<file path="src/rtl/jk_drv_pkg.sv">
// jk_drv_pkg: op codes, FSM states and command record shared by the JK command driver
// Contents: OP_* codes ({J,K} values), state_t FSM encoding, cmd_t FIFO word.
package jk_drv_pkg;
    localparam logic [1:0] OP_HOLD   = 2'b00;
    localparam logic [1:0] OP_RESET  = 2'b01;
    localparam logic [1:0] OP_SET    = 2'b10;
    localparam logic [1:0] OP_TOGGLE = 2'b11;
    // Widest repeat field the command record can carry; narrower CNT_W zero-extends.
    localparam int CNT_W_MAX = 16;
    typedef enum logic {IDLE, DRIVE} state_t;
    typedef struct packed {
        logic [1:0]           op;
        logic [CNT_W_MAX-1:0] rep;
    } cmd_t;
endpackage

</file>
<file path="src/rtl/jk_cmd_driver_if.sv">
// jk_cmd_driver_if: valid/ready command channel into the JK command driver
// Signals: cmd_valid/cmd_op/cmd_rep from the producer, cmd_ready back from the driver.
// Modports: master (producer side), slave (driver side).
interface jk_cmd_driver_if #(parameter int CNT_W = 4);
    logic             cmd_valid;
    logic             cmd_ready;
    logic [1:0]       cmd_op;
    logic [CNT_W-1:0] cmd_rep;
    modport master (output cmd_valid, cmd_op, cmd_rep, input cmd_ready);
    modport slave (input cmd_valid, cmd_op, cmd_rep, output cmd_ready);
endinterface

</file>
<file path="src/rtl/jk_cmd_fifo.sv">
// jk_cmd_fifo: synchronous FIFO with wrap-bit pointers and full/empty flags
// Ports: clk, rst (sync, active-high), flush (sync clear), push/din, pop/dout (show-ahead head),
//        full, empty.
module jk_cmd_fifo #(
    parameter int DEPTH = 4,
    parameter int W     = 8
) (
    input  logic         clk,
    input  logic         rst,
    input  logic         flush,
    input  logic         push,
    input  logic         pop,
    input  logic [W-1:0] din,
    output logic [W-1:0] dout,
    output logic         full,
    output logic         empty
);
    localparam int AW = $clog2(DEPTH);
    logic [W-1:0] mem_q [DEPTH];
    logic [AW:0]  wp_q, rp_q;
    logic         wr, rd;
    assign empty = wp_q == rp_q;
    assign full  = (wp_q[AW] != rp_q[AW]) && (wp_q[AW-1:0] == rp_q[AW-1:0]);
    assign rd    = pop && !empty;
    // A pop frees the head slot at the same edge, so a push is still taken when full.
    assign wr    = push && (!full || rd);
    assign dout  = mem_q[rp_q[AW-1:0]];
    always_ff @(posedge clk) begin
        if (rst || flush) begin
            wp_q <= '0;
            rp_q <= '0;
        end else begin
            if (wr) wp_q <= wp_q + (AW+1)'(1);
            if (rd) rp_q <= rp_q + (AW+1)'(1);
        end
    end
    always_ff @(posedge clk) begin
        if (wr) mem_q[wp_q[AW-1:0]] <= din;
    end
endmodule

</file>
<file path="src/rtl/jk_cmd_driver.sv">
// jk_cmd_driver: plays queued HOLD/RESET/SET/TOGGLE commands onto a JK flip-flop and checks its Q
// Ports: clk, rst (sync, active-high); cmd (command channel, slave); abort (flush + stop);
//        j/k (registered drive); q_fb (flip-flop Q); busy; exp_valid/exp_q (expected-Q model);
//        err_pulse/err_cnt (one-cycle mismatch flag and saturating count).
module jk_cmd_driver
    import jk_drv_pkg::*;
#(
    parameter int DEPTH = 4,
    parameter int CNT_W = 4,
    parameter int ERR_W = 8
) (
    input  logic             clk,
    input  logic             rst,
    jk_cmd_driver_if.slave   cmd,
    input  logic             abort,
    output logic             j,
    output logic             k,
    input  logic             q_fb,
    output logic             busy,
    output logic             exp_valid,
    output logic             exp_q,
    output logic             err_pulse,
    output logic [ERR_W-1:0] err_cnt
);
    state_t           state_q, state_d;
    logic [CNT_W-1:0] rep_q, rep_d;
    logic [1:0]       jk_q, jk_d;
    logic             eq_q, eq_d, ev_q, ev_d, pend_q, pend_d, err_q, err_d;
    logic [ERR_W-1:0] cnt_q;
    logic             full, empty, pop, push;
    cmd_t             push_cmd, head;
    assign push_cmd      = '{op: cmd.cmd_op, rep: CNT_W_MAX'(cmd.cmd_rep)};
    assign cmd.cmd_ready = !rst && !full;
    assign push          = cmd.cmd_valid && cmd.cmd_ready;
    jk_cmd_fifo #(.DEPTH(DEPTH), .W($bits(cmd_t))) u_fifo (
        .clk   (clk),
        .rst   (rst),
        .flush (abort),
        .push  (push),
        .pop   (pop),
        .din   (push_cmd),
        .dout  (head),
        .full  (full),
        .empty (empty)
    );
    // The last drive cycle of a command doubles as the load slot for the next, so back-to-back
    // commands play without a gap.
    always_comb begin
        state_d = state_q;
        rep_d   = rep_q;
        jk_d    = jk_q;
        pop     = 1'b0;
        if (state_q == IDLE || rep_q == '0) begin
            pop     = !empty;
            state_d = empty ? IDLE : DRIVE;
            jk_d    = empty ? OP_HOLD : head.op;
            rep_d   = empty ? rep_q : CNT_W'(head.rep);
        end else begin
            rep_d = rep_q - CNT_W'(1);
        end
        if (abort) begin
            state_d = IDLE;
            jk_d    = OP_HOLD;
            pop     = 1'b0;
        end
    end
    // Expected Q follows the J/K pair that was active across this edge.
    always_comb begin
        eq_d   = eq_q;
        ev_d   = ev_q;
        pend_d = 1'b0;
        if (state_q == DRIVE) begin
            eq_d   = jk_q == OP_RESET ? 1'b0 : jk_q == OP_SET ? 1'b1 : jk_q == OP_TOGGLE ? !eq_q : eq_q;
            ev_d   = ev_q || jk_q == OP_RESET || jk_q == OP_SET;
            pend_d = ev_d;
        end
    end
    // q_fb only reflects a drive edge one cycle later, hence the pending flag.
    assign err_d = pend_q && (q_fb != eq_q);
    always_ff @(posedge clk) begin
        if (rst) begin
            state_q <= IDLE;
            rep_q   <= '0;
            jk_q    <= OP_HOLD;
            eq_q    <= 1'b0;
            ev_q    <= 1'b0;
            pend_q  <= 1'b0;
            err_q   <= 1'b0;
            cnt_q   <= '0;
        end else begin
            state_q <= state_d;
            rep_q   <= rep_d;
            jk_q    <= jk_d;
            eq_q    <= eq_d;
            ev_q    <= ev_d;
            pend_q  <= pend_d;
            err_q   <= err_d;
            cnt_q   <= cnt_q + ERR_W'(err_d && cnt_q != '1);
        end
    end
    assign j         = jk_q[1];
    assign k         = jk_q[0];
    assign busy      = !empty || state_q == DRIVE;
    assign exp_valid = ev_q;
    assign exp_q     = eq_q;
    assign err_pulse = err_q;
    assign err_cnt   = cnt_q;
endmodule

</file>
<file path="src/flat_wrapper.sv">
// flat-port wrapper written by rule: the top's interface ports become plain ports
module jk_cmd_driver_flat import jk_drv_pkg::*;
#(
    parameter int DEPTH = 4,
    parameter int CNT_W = 4,
    parameter int ERR_W = 8
)
  (clk, rst, abort, j, k, q_fb, busy, exp_valid, exp_q, err_pulse, err_cnt, cmd_cmd_valid, cmd_cmd_op, cmd_cmd_rep, cmd_cmd_ready);
  jk_cmd_driver_if #(.CNT_W(CNT_W)) cmd_i ();
  input  logic clk;
  input  logic rst;
  input  logic abort;
  output logic j;
  output logic k;
  input  logic q_fb;
  output logic busy;
  output logic exp_valid;
  output logic exp_q;
  output logic err_pulse;
  output logic [ERR_W-1:0] err_cnt;
  input wire logic [$bits(cmd_i.cmd_valid)-1:0] cmd_cmd_valid;
  input wire logic [$bits(cmd_i.cmd_op)-1:0] cmd_cmd_op;
  input wire logic [$bits(cmd_i.cmd_rep)-1:0] cmd_cmd_rep;
  output wire logic [$bits(cmd_i.cmd_ready)-1:0] cmd_cmd_ready;
  assign cmd_i.cmd_valid = cmd_cmd_valid;
  assign cmd_i.cmd_op = cmd_cmd_op;
  assign cmd_i.cmd_rep = cmd_cmd_rep;
  assign cmd_cmd_ready = cmd_i.cmd_ready;
  jk_cmd_driver #(.DEPTH(DEPTH), .CNT_W(CNT_W), .ERR_W(ERR_W)) u_core (.clk(clk), .rst(rst), .cmd(cmd_i), .abort(abort), .j(j), .k(k), .q_fb(q_fb), .busy(busy), .exp_valid(exp_valid), .exp_q(exp_q), .err_pulse(err_pulse), .err_cnt(err_cnt));
endmodule
</file>
<file path="config.mk">
export PLATFORM = sky130hd
export DESIGN_NAME = jk_cmd_driver_flat
export DESIGN_NICKNAME = d
export VERILOG_FILES = /design/src/rtl/jk_drv_pkg.sv /design/src/rtl/jk_cmd_driver_if.sv /design/src/rtl/jk_cmd_fifo.sv /design/src/rtl/jk_cmd_driver.sv /design/src/flat_wrapper.sv
export SDC_FILE = /design/constraint.sdc
export NUM_CORES = 1
export LEC_CHECK = 0
export ABC_AREA = 0
export CORE_MARGIN = 4
export CORE_UTILIZATION = 55
export DETAILED_ROUTE_END_ITERATION = 12
export MAX_ROUTING_LAYER = met4
export PLACE_DENSITY = 0.77
export SETUP_SLACK_MARGIN = 0.02
export SLEW_MARGIN = 40
export SYNTH_ARGS = -nofsm -noshare
export SYNTH_HDL_FRONTEND = slang
export SYNTH_SLANG_ARGS = --single-unit
</file>
<file path="constraint.sdc">
create_clock -name clk -period 3.3 [get_ports clk]
set_input_delay 0.495 -clock clk [delete_from_list [all_inputs] [get_ports clk]]
set_output_delay 0.495 -clock clk [all_outputs]
set_load 0.05 [all_outputs]
</file>
# ---- Word level (Yosys, flattened, before mapping)
# Memory sizes are Yosys's and may differ from the RTL's. A register that Yosys moved wholly into a read port is not among the register bits.
# Index checks and enable logic that the tools add are counted.
dict set report op_classes {
  n_reduce_logical 22
  mul 0
  bitwise_logic 1
  div 0
  addsub 4
  n_lt_le_gt_ge 0
  n_shift 0
  eq_ne 9
  n_mux 13
}
# cell n
set op_table {}
lappend op_table {{adder 8 x 1 -> 8 bit} 1}
lappend op_table {{two-way mux 1 bit} 8}
lappend op_table {{two-way mux 4 bit} 2}
lappend op_table {{!= test 8 bit, second input constant} 1}
lappend op_table {{logical AND 1 bit} 7}
lappend op_table {{adder 3 x 1 -> 3 bit, second input constant} 2}
lappend op_table {{logical OR 1 bit} 6}
lappend op_table {{two-way mux 2 bit} 3}
lappend op_table {{== test 2 bit, second input constant} 2}
lappend op_table {{zero test 1 bit} 4}
lappend op_table {{zero test 4 bit} 1}
lappend op_table {{OR reduction 2 bit} 2}
lappend op_table {{subtractor 4 x 1 -> 4 bit, second input constant} 1}
lappend op_table {{== test 3 bit} 1}
lappend op_table {{nonzero test 3 bit} 1}
lappend op_table {{== test 2 x 1 -> 1 bit, second input constant} 1}
lappend op_table {{== test 2 bit} 1}
lappend op_table {{!= test 1 bit} 2}
lappend op_table {{!= test 2 bit, second input constant} 1}
lappend op_table {{AND reduction 2 bit} 1}
lappend op_table {{NOT 1 bit} 1}
dict set report totals {
  reg_bits 25
  romBits 0
  mem_count 1
  inputBits 11
  ramBits 24
  latch_bits 0
}
# memory words width rd rd_clocked_by_memory_dff write_ports line_no
set memory_table {}
lappend memory_table {u_core.u_fifo.mem_q 4 6 1 1 1 jk_cmd_fifo.sv:19} ;# logic [W-1:0] mem_q [DEPTH];

# ---- Longest topological paths before layout
# Gate-level depths: netlist of the first run.
dict set report logic_depth {
  word_depth 9
  mapped_depth 9
}

# ---- Hierarchy
# From an unflattened synthesis of the first run, not the netlist that was laid out.
dict set report hier_totals {
  cells_unflattened 255
  hier_area_um2 3982.6
}
# mod instances area_each_um2 cells_each
set by_module_without_submodules {}
lappend by_module_without_submodules {jk_cmd_fifo 1 3078.0 149}
lappend by_module_without_submodules {jk_cmd_driver 1 904.6 106}

# ---- Least setup slack after synthesis of the first run
# OpenSTA, ideal clock, no wires.
dict set report synth_timing {
  path_type {input -> output}
  from {in rst}
  to {out cmd_cmd_ready}
  required_ns 2.805
  arrival_ns 1.714
  cell_stages 3
  setup_slack_ns 1.091
  n_path_buf 2
  path_cell_list {clkbuf_1 clkbuf_1 a31oi_1}
}
dict set report synth_via {
  elab_chain_len 2
}
# element line_no
set synth_rtl {}
lappend synth_rtl {{start, declared} flat_wrapper.sv:11} ;# input logic rst;
lappend synth_rtl {{zero test 1 bit} jk_cmd_driver.sv:33} ;# assign cmd.cmd_ready = !rst && !full;
lappend synth_rtl {{logical AND 1 bit} jk_cmd_driver.sv:33}
lappend synth_rtl {{end, declared} flat_wrapper.sv:24} ;# output wire logic [$bits(cmd_i.cmd_ready)-1:0] cmd_cmd_ready;
# Every way passes these cells.

# ---- Final worst setup path of the first run
dict set report layout_timing {
  from {reg u_core.u_fifo.rp_q[1]}
  to {out busy}
}
dict set report layout_via {
  elab_chain_len 3
}
# element line_no
set layout_rtl {}
lappend layout_rtl {{start, declared} jk_cmd_fifo.sv:20} ;# logic [AW:0] wp_q, rp_q;
lappend layout_rtl {{start signal, assigned} jk_cmd_fifo.sv:34} ;# if (rd) rp_q <= rp_q + (AW+1)'(1);
lappend layout_rtl {{== test 3 bit} jk_cmd_fifo.sv:22} ;# assign empty = wp_q == rp_q;
lappend layout_rtl {{zero test 1 bit} jk_cmd_driver.sv:103} ;# assign busy = !empty || state_q == DRIVE;
lappend layout_rtl {{logical OR 1 bit} jk_cmd_driver.sv:103}
lappend layout_rtl {{end, declared} flat_wrapper.sv:16} ;# output logic busy;
# Every way passes these cells.

==> results_dict.tcl, run 1 <==
set metrics [dict create \
    syn_inst 176 \
    syn_nets 195 \
    final_cell_mix "dfxtp_1, clkdlybuf4s50_1, edfxtp_1" \
    wirelength_um 3830 \
    wl_met3_um 186 \
    arrival_ns 2.17 \
    place_congestion 0.747 \
    dpl.hpwl_um 2820 \
    cts_made_buffers 5 \
    firstDrtPassIters 4 \
    postCtsSetupBuffers 0 \
    initial_core_util 0.580 \
    netlist.area_leader.share 0.334 \
    path_class "reg -> out" \
    wl_per_cell_um 15.1 \
    path_cells "xnor2_2, and3_1, nand2b_1, clkdlybuf4s50_1" \
    num_rows 22 \
    grt_pass1_vias 1421 \
    cts_resized 0 \
    drive_above_1_share 0.107 \
    setup.worst_path.start_class "flip-flop" \
    layout_commonest_cell "dfxtp_1" \
    clockBufferDepth 2 \
    cts_root_buf "clkbuf_8" \
    grt_max_degree 22 \
    cts.sinks 51 \
    met2_wirelength_um 2040 \
    netlist_area_sq_um 2160 \
    drv_cap 0 \
    clkTransAtPathRegs_ns 0.09 \
    vias 1394 \
    hold_viol_final 0 \
    max_stage_delay_ns 0.71 \
    track_usage 0.171 \
    top_layer "met4" \
    fp.dieW_um 70.6 \
    syn2layout_area_growth_pct 18.9 \
    power_density_nw_per_um2 462 \
    status "finished clean" \
    period_needed_ns 2.66 \
    grt_pass1_wl_um 6450 \
    drc 0 \
    die_y_um 70.6 \
    cp.required_ns 2.80 \
    wirelength_met1_um 1550 \
    core-area_sq_um 3720 \
    ys_ff_latch 51 \
    tritoncts "built" \
    io_pins 26 \
    async_reset_ff_frac 0 \
    ir_worst_vdd_mv 0.339 \
    final_nets 223 \
    fin_worst_skew_ns 0.00484 \
    fmax_mhz 376 \
    synthTopCellsByArea "edfxtp_1, dfxtp_1, mux4_2" \
    p_leak_nw 0.890 \
    yosysUniqueCellTypes 40 \
    hold_path.class "reg -> reg" \
    synth_top_area_cell "edfxtp_1" \
    yosysWarningCount 0 \
    cts_hold_buf 0 \
    gr-total-overflow 0 \
    rsz0062_at_grt "false" \
    ys.flop_type "dfxtp_1" \
    critical_path.endpoint_type "output pin" \
    diodes 0 \
    finalSetupViolCount 0 \
    portBuffers 25 \
    antenna_found_initial 0 \
    maxSlewHeadroom 0.603 \
    ys_seq_area_frac 0.585 \
    tns_ns 0 \
    clk_latency_ns 0.31 \
    worstMarginPinSlew_ns 0.592 \
    critPathMaxFanout 8 \
    h-tree-depth 2 \
    hold_ws_ns 0.459 \
    via_per_inst 5.51 \
    drtIter0Drc 77 \
    finalMaxSlewViolations 0 \
    synth.avg_cell_area_sq_um 12.3 \
    crit_slowest_cell "clkdlybuf4s50_1" \
    fp.dieArea_sq_um 4990 \
    period_share 0.807 \
    synth_edf_count 24 \
    ant_nets 0 \
]
where the power goes:
part,internal [mW],switching [mW]
clock,0.226,0.202
sequential,0.670,0.00897
combinational,0.0362,0.0422
critical path: cells and delay by family (launching register included):
kind | cells | cell delay (ns)
buffers and inverters | 1 | 0.71
DFF | 1 | 0.36
xor gates and xnor gates | 1 | 0.30
and+or+nand+nor | 2 | 0.48
per-layer routing:
layer,global-route usage,vias up
li1,-,695
met1,0.188,658
met4,0.0668,0
met2,0.292,36
met5,-,-
met3,0.0526,5
cells by family (layout without fill, tap and decap cells):
group	count (synthesis)	after routing	share of synthesized area
AOI/OAI and AO/OA	32	32	0.0922
xor gates and xnor gates	12	12	0.0557
adders and majority gates	8	8	0.0464
buffers and inverters	13	42	0.0267
DFF	51	51	0.585
muxes	8	8	0.0725
and+or+nand+nor	52	52	0.122
final timing paths:
path | startpoint | to | slack [ns] | depth (start not counted)
setup / recovery | u_core.u_fifo.rp_q[1] | busy | 0.64 | 4
hold / removal | u_core.pend_q | u_core.err_pulse | 0.46 | 2
setup reg to reg | u_core.u_fifo.wp_q[0] | u_core.u_fifo.mem_q[2][5] | 1.48 | 3
hold reg to reg | u_core.pend_q | u_core.err_pulse | 0.46 | 2
metrics by stage:
step                cell area (sq um)  power (mW)   util  setup WS [ns]  instances
floorplan                        2160       0.744      -           1.09        176
global placement                 2450       0.768  0.660          0.935        245
detailed placement               2450       0.773  0.660          0.898        245
CTS                              2560        1.20  0.690          0.607        253
global route                     2560        1.23  0.690          0.498        253
finish                           2560        1.19  0.690          0.638        253
cell usage after synthesis, drive strengths merged (3+ instances only):
cell type  number
clkbuf          3
mux4            6
xor2            6
a31oi           4
buf             3
xnor2           6
and2            3
inv             7
nor2           14
nand3           8
o21ai           7
edfxtp         24
or3             3
a21oi          12
ha              8
nand2          10
dfxtp          27
area by class of cell:
cell class / count / area, sq um
inverter: 7 / 26.3
sequential: 51 / 1260
clock buffer: 5 / 68.8
tap: 48 / 60.1
fill: 289 / 1150
timing repair buffer: 27 / 265
clock inverter: 3 / 43.8
multi-input combinational: 112 / 838
sequential cells by signal (all words and copies together), names as in the netlist, named ones only:
signal	flops
u_core.err_cnt	8
u_core.jk_q	2
u_core.u_fifo.rp_q	3
u_core.rep_q	4
u_core.state_q	1
u_core.err_pulse	1
u_core.u_fifo.mem_q	24
u_core.pend_q	1
u_core.u_fifo.wp_q	3
u_core.exp_valid	1
u_core.exp_q	1
(Power assumes the default switching activity.)
==> run 2, diff against run 1 <==
--- a/config.mk
+++ b/config.mk
@@ -7,10 +7,10 @@
 export LEC_CHECK = 0
 export ABC_AREA = 0
 export CORE_MARGIN = 4
-export CORE_UTILIZATION = 55
+export CORE_UTILIZATION = 54
 export DETAILED_ROUTE_END_ITERATION = 12
 export MAX_ROUTING_LAYER = met4
-export PLACE_DENSITY = 0.77
+export PLACE_DENSITY = 0.76
 export SETUP_SLACK_MARGIN = 0.02
 export SLEW_MARGIN = 40
 export SYNTH_ARGS = -nofsm -noshare
==> constraint.sdc (replaced) <==
create_clock -name clk -period 2.65 [get_ports clk]
set_input_delay 0.3975 -clock clk [delete_from_list [all_inputs] [get_ports clk]]
set_output_delay 0.3975 -clock clk [all_outputs]
set_load 0.05 [all_outputs]
==> results_dict.tcl, run 2 (synthesis gave the netlist of run 1 again) <==
set metrics [dict create \
    p_leak_nw 0.881 \
    critical_path.endpoint_type "output pin" \
    drc 0 \
    maxSlewHeadroom 0.605 \
    syn2layout_area_growth_pct 18.2 \
    grt_pass1_vias 1371 \
    hold_path.startpoint "u_core.pend_q" \
    vias 1412 \
    final_nets 224 \
    hold_viol_final 0 \
    fp.dieW_um 71.2 \
    firstDrtPassIters 6 \
    stdcell_count 254 \
    setup.worst_path.start_class "flip-flop" \
    status "finished clean" \
    layout_commonest_cell "dfxtp_1" \
    arrival_ns 2.03 \
    num_rows 22 \
    cts_root_buf "clkbuf_8" \
    drive_above_1_share 0.102 \
    gr-total-overflow 0 \
    place_congestion 0.780 \
    path_class "reg -> out" \
    rsz0062_at_grt "false" \
    ant_nets 0 \
    postCtsSetupBuffers 0 \
    clkTransAtPathRegs_ns 0.08 \
    finalPower_mw 1.37 \
    diodes 0 \
    wirelength_um 3740 \
    min_path_cells 2 \
    critPathMaxFanout 5 \
    cts.sinks 51 \
    ir_worst_vdd_mv 0.430 \
    grt_pass1_wl_um 6580 \
    worstHoldEndpoint "u_core.err_pulse" \
    h-tree-depth 2 \
    track_usage 0.171 \
    rr_startpoint "u_core.u_fifo.wp_q[0]" \
    portBuffers 25 \
    placed_area_sq_um 2470 \
    power_density_nw_per_um2 537 \
    drtIter0Drc 58 \
    tns_ns 0 \
    largest_register_ffs 24 \
    drv_cap 0 \
    wl_per_cell_um 14.7 \
    io_pins 26 \
    initial_core_util 0.572 \
    antenna_found_initial 0 \
    fmax_mhz 412 \
    fin_worst_skew_ns 0.00592 \
    worstMarginPinSlew_ns 0.589 \
    dpl.hpwl_um 2790 \
    cts_made_buffers 5 \
    grt_max_degree 22 \
    final_cell_mix "dfxtp_1, clkdlybuf4s50_1, edfxtp_1" \
    cts_resized 0 \
    place_inst 246 \
    via_per_inst 5.56 \
    clockBufferDepth 2 \
    clk_latency_ns 0.30 \
    core-area_sq_um 3770 \
    finalSetupViolCount 0 \
    period_share 0.916 \
    finalInstanceArea_sq_um 2550 \
    period_needed_ns 2.43 \
    hold_path.class "reg -> reg" \
    cts_hold_buf 0 \
    fp.dieArea_sq_um 5070 \
    finalMaxSlewViolations 0 \
    rr_worst_depth 3 \
    r2r_slack_ns 0.85 \
    cp.required_ns 2.25 \
    die_y_um 71.2 \
    tritoncts "built" \
    r2r_end "u_core.u_fifo.mem_q[2][2]" \
    crit_path_start "u_core.u_fifo.wp_q[0]" \
]
==> run 2: cell count changes in the layout (fill, tap and decap cells not counted) <==
cell / delta
clkinv_2: -1
bufinv_16: -1
clkbuf_1: +3
clkdlybuf4s50_1: -1
buf_4: +1
clkinv_4: -1
buf_12: +1
==> run 2: per-layer routing <==
metal / track usage / wire length, um / share of wire / up-vias
met4: 0.0501 / 51 / 0.014 / 0
met1: 0.202 / 1580 / 0.42 / 681
li1: - / - / - / 696
met5: - / 0 / 0 / -
met3: 0.0469 / 150 / 0.040 / 7
met2: 0.286 / 1960 / 0.52 / 28
==> run 2: worst max path at each step <==
stage                                   end  slack [ns]  cells after the start
final                                  busy        0.22                      4
after global routing                   busy        0.11                      4
after floorplan               cmd_cmd_ready        0.64                      3
after global placement                 busy        0.57                      4
after detailed placement  u_core.err_cnt[7]        0.53                      8
after CTS                              busy        0.20                      4
==> run 2: worst max-delay path: stages, from the launching register on <==
cell,delay [ns]
dfxtp_1,0.47
xnor2_2,0.14
and3_1,0.23
nand2b_1,0.08
clkdlybuf4s50_1,0.80
==> run 2: cell type report <==
cell class / instances / area, sq um
Clock buffer: 8 / 80.1
Fill cell: 268 / 1220
Inverter: 7 / 26.3
Multi-Input combinational cell: 112 / 838
Sequential cell: 51 / 1260
Tap cell: 48 / 60.1
Timing Repair Buffer: 28 / 283
==> run 2: power by group <==
| part | switching, mW | internal, mW | total [mW] |
|---|---|---|---|
| sequential | 0.0114 | 0.835 | 0.846 |
| clock | 0.232 | 0.188 | 0.420 |
| combinational | 0.0530 | 0.0484 | 0.101 |
| total | 0.297 | 1.07 | 1.37 |
==> run 2: metrics by stage <==
stage,worst slack (ns),hold slack [ns],util
detailed placement,0.529,0.456,0.655
global route,0.107,0.486,0.676
floorplan,0.636,0.419,-
global placement,0.565,0.450,0.655
CTS,0.204,0.471,0.676
finish,0.222,0.470,0.676
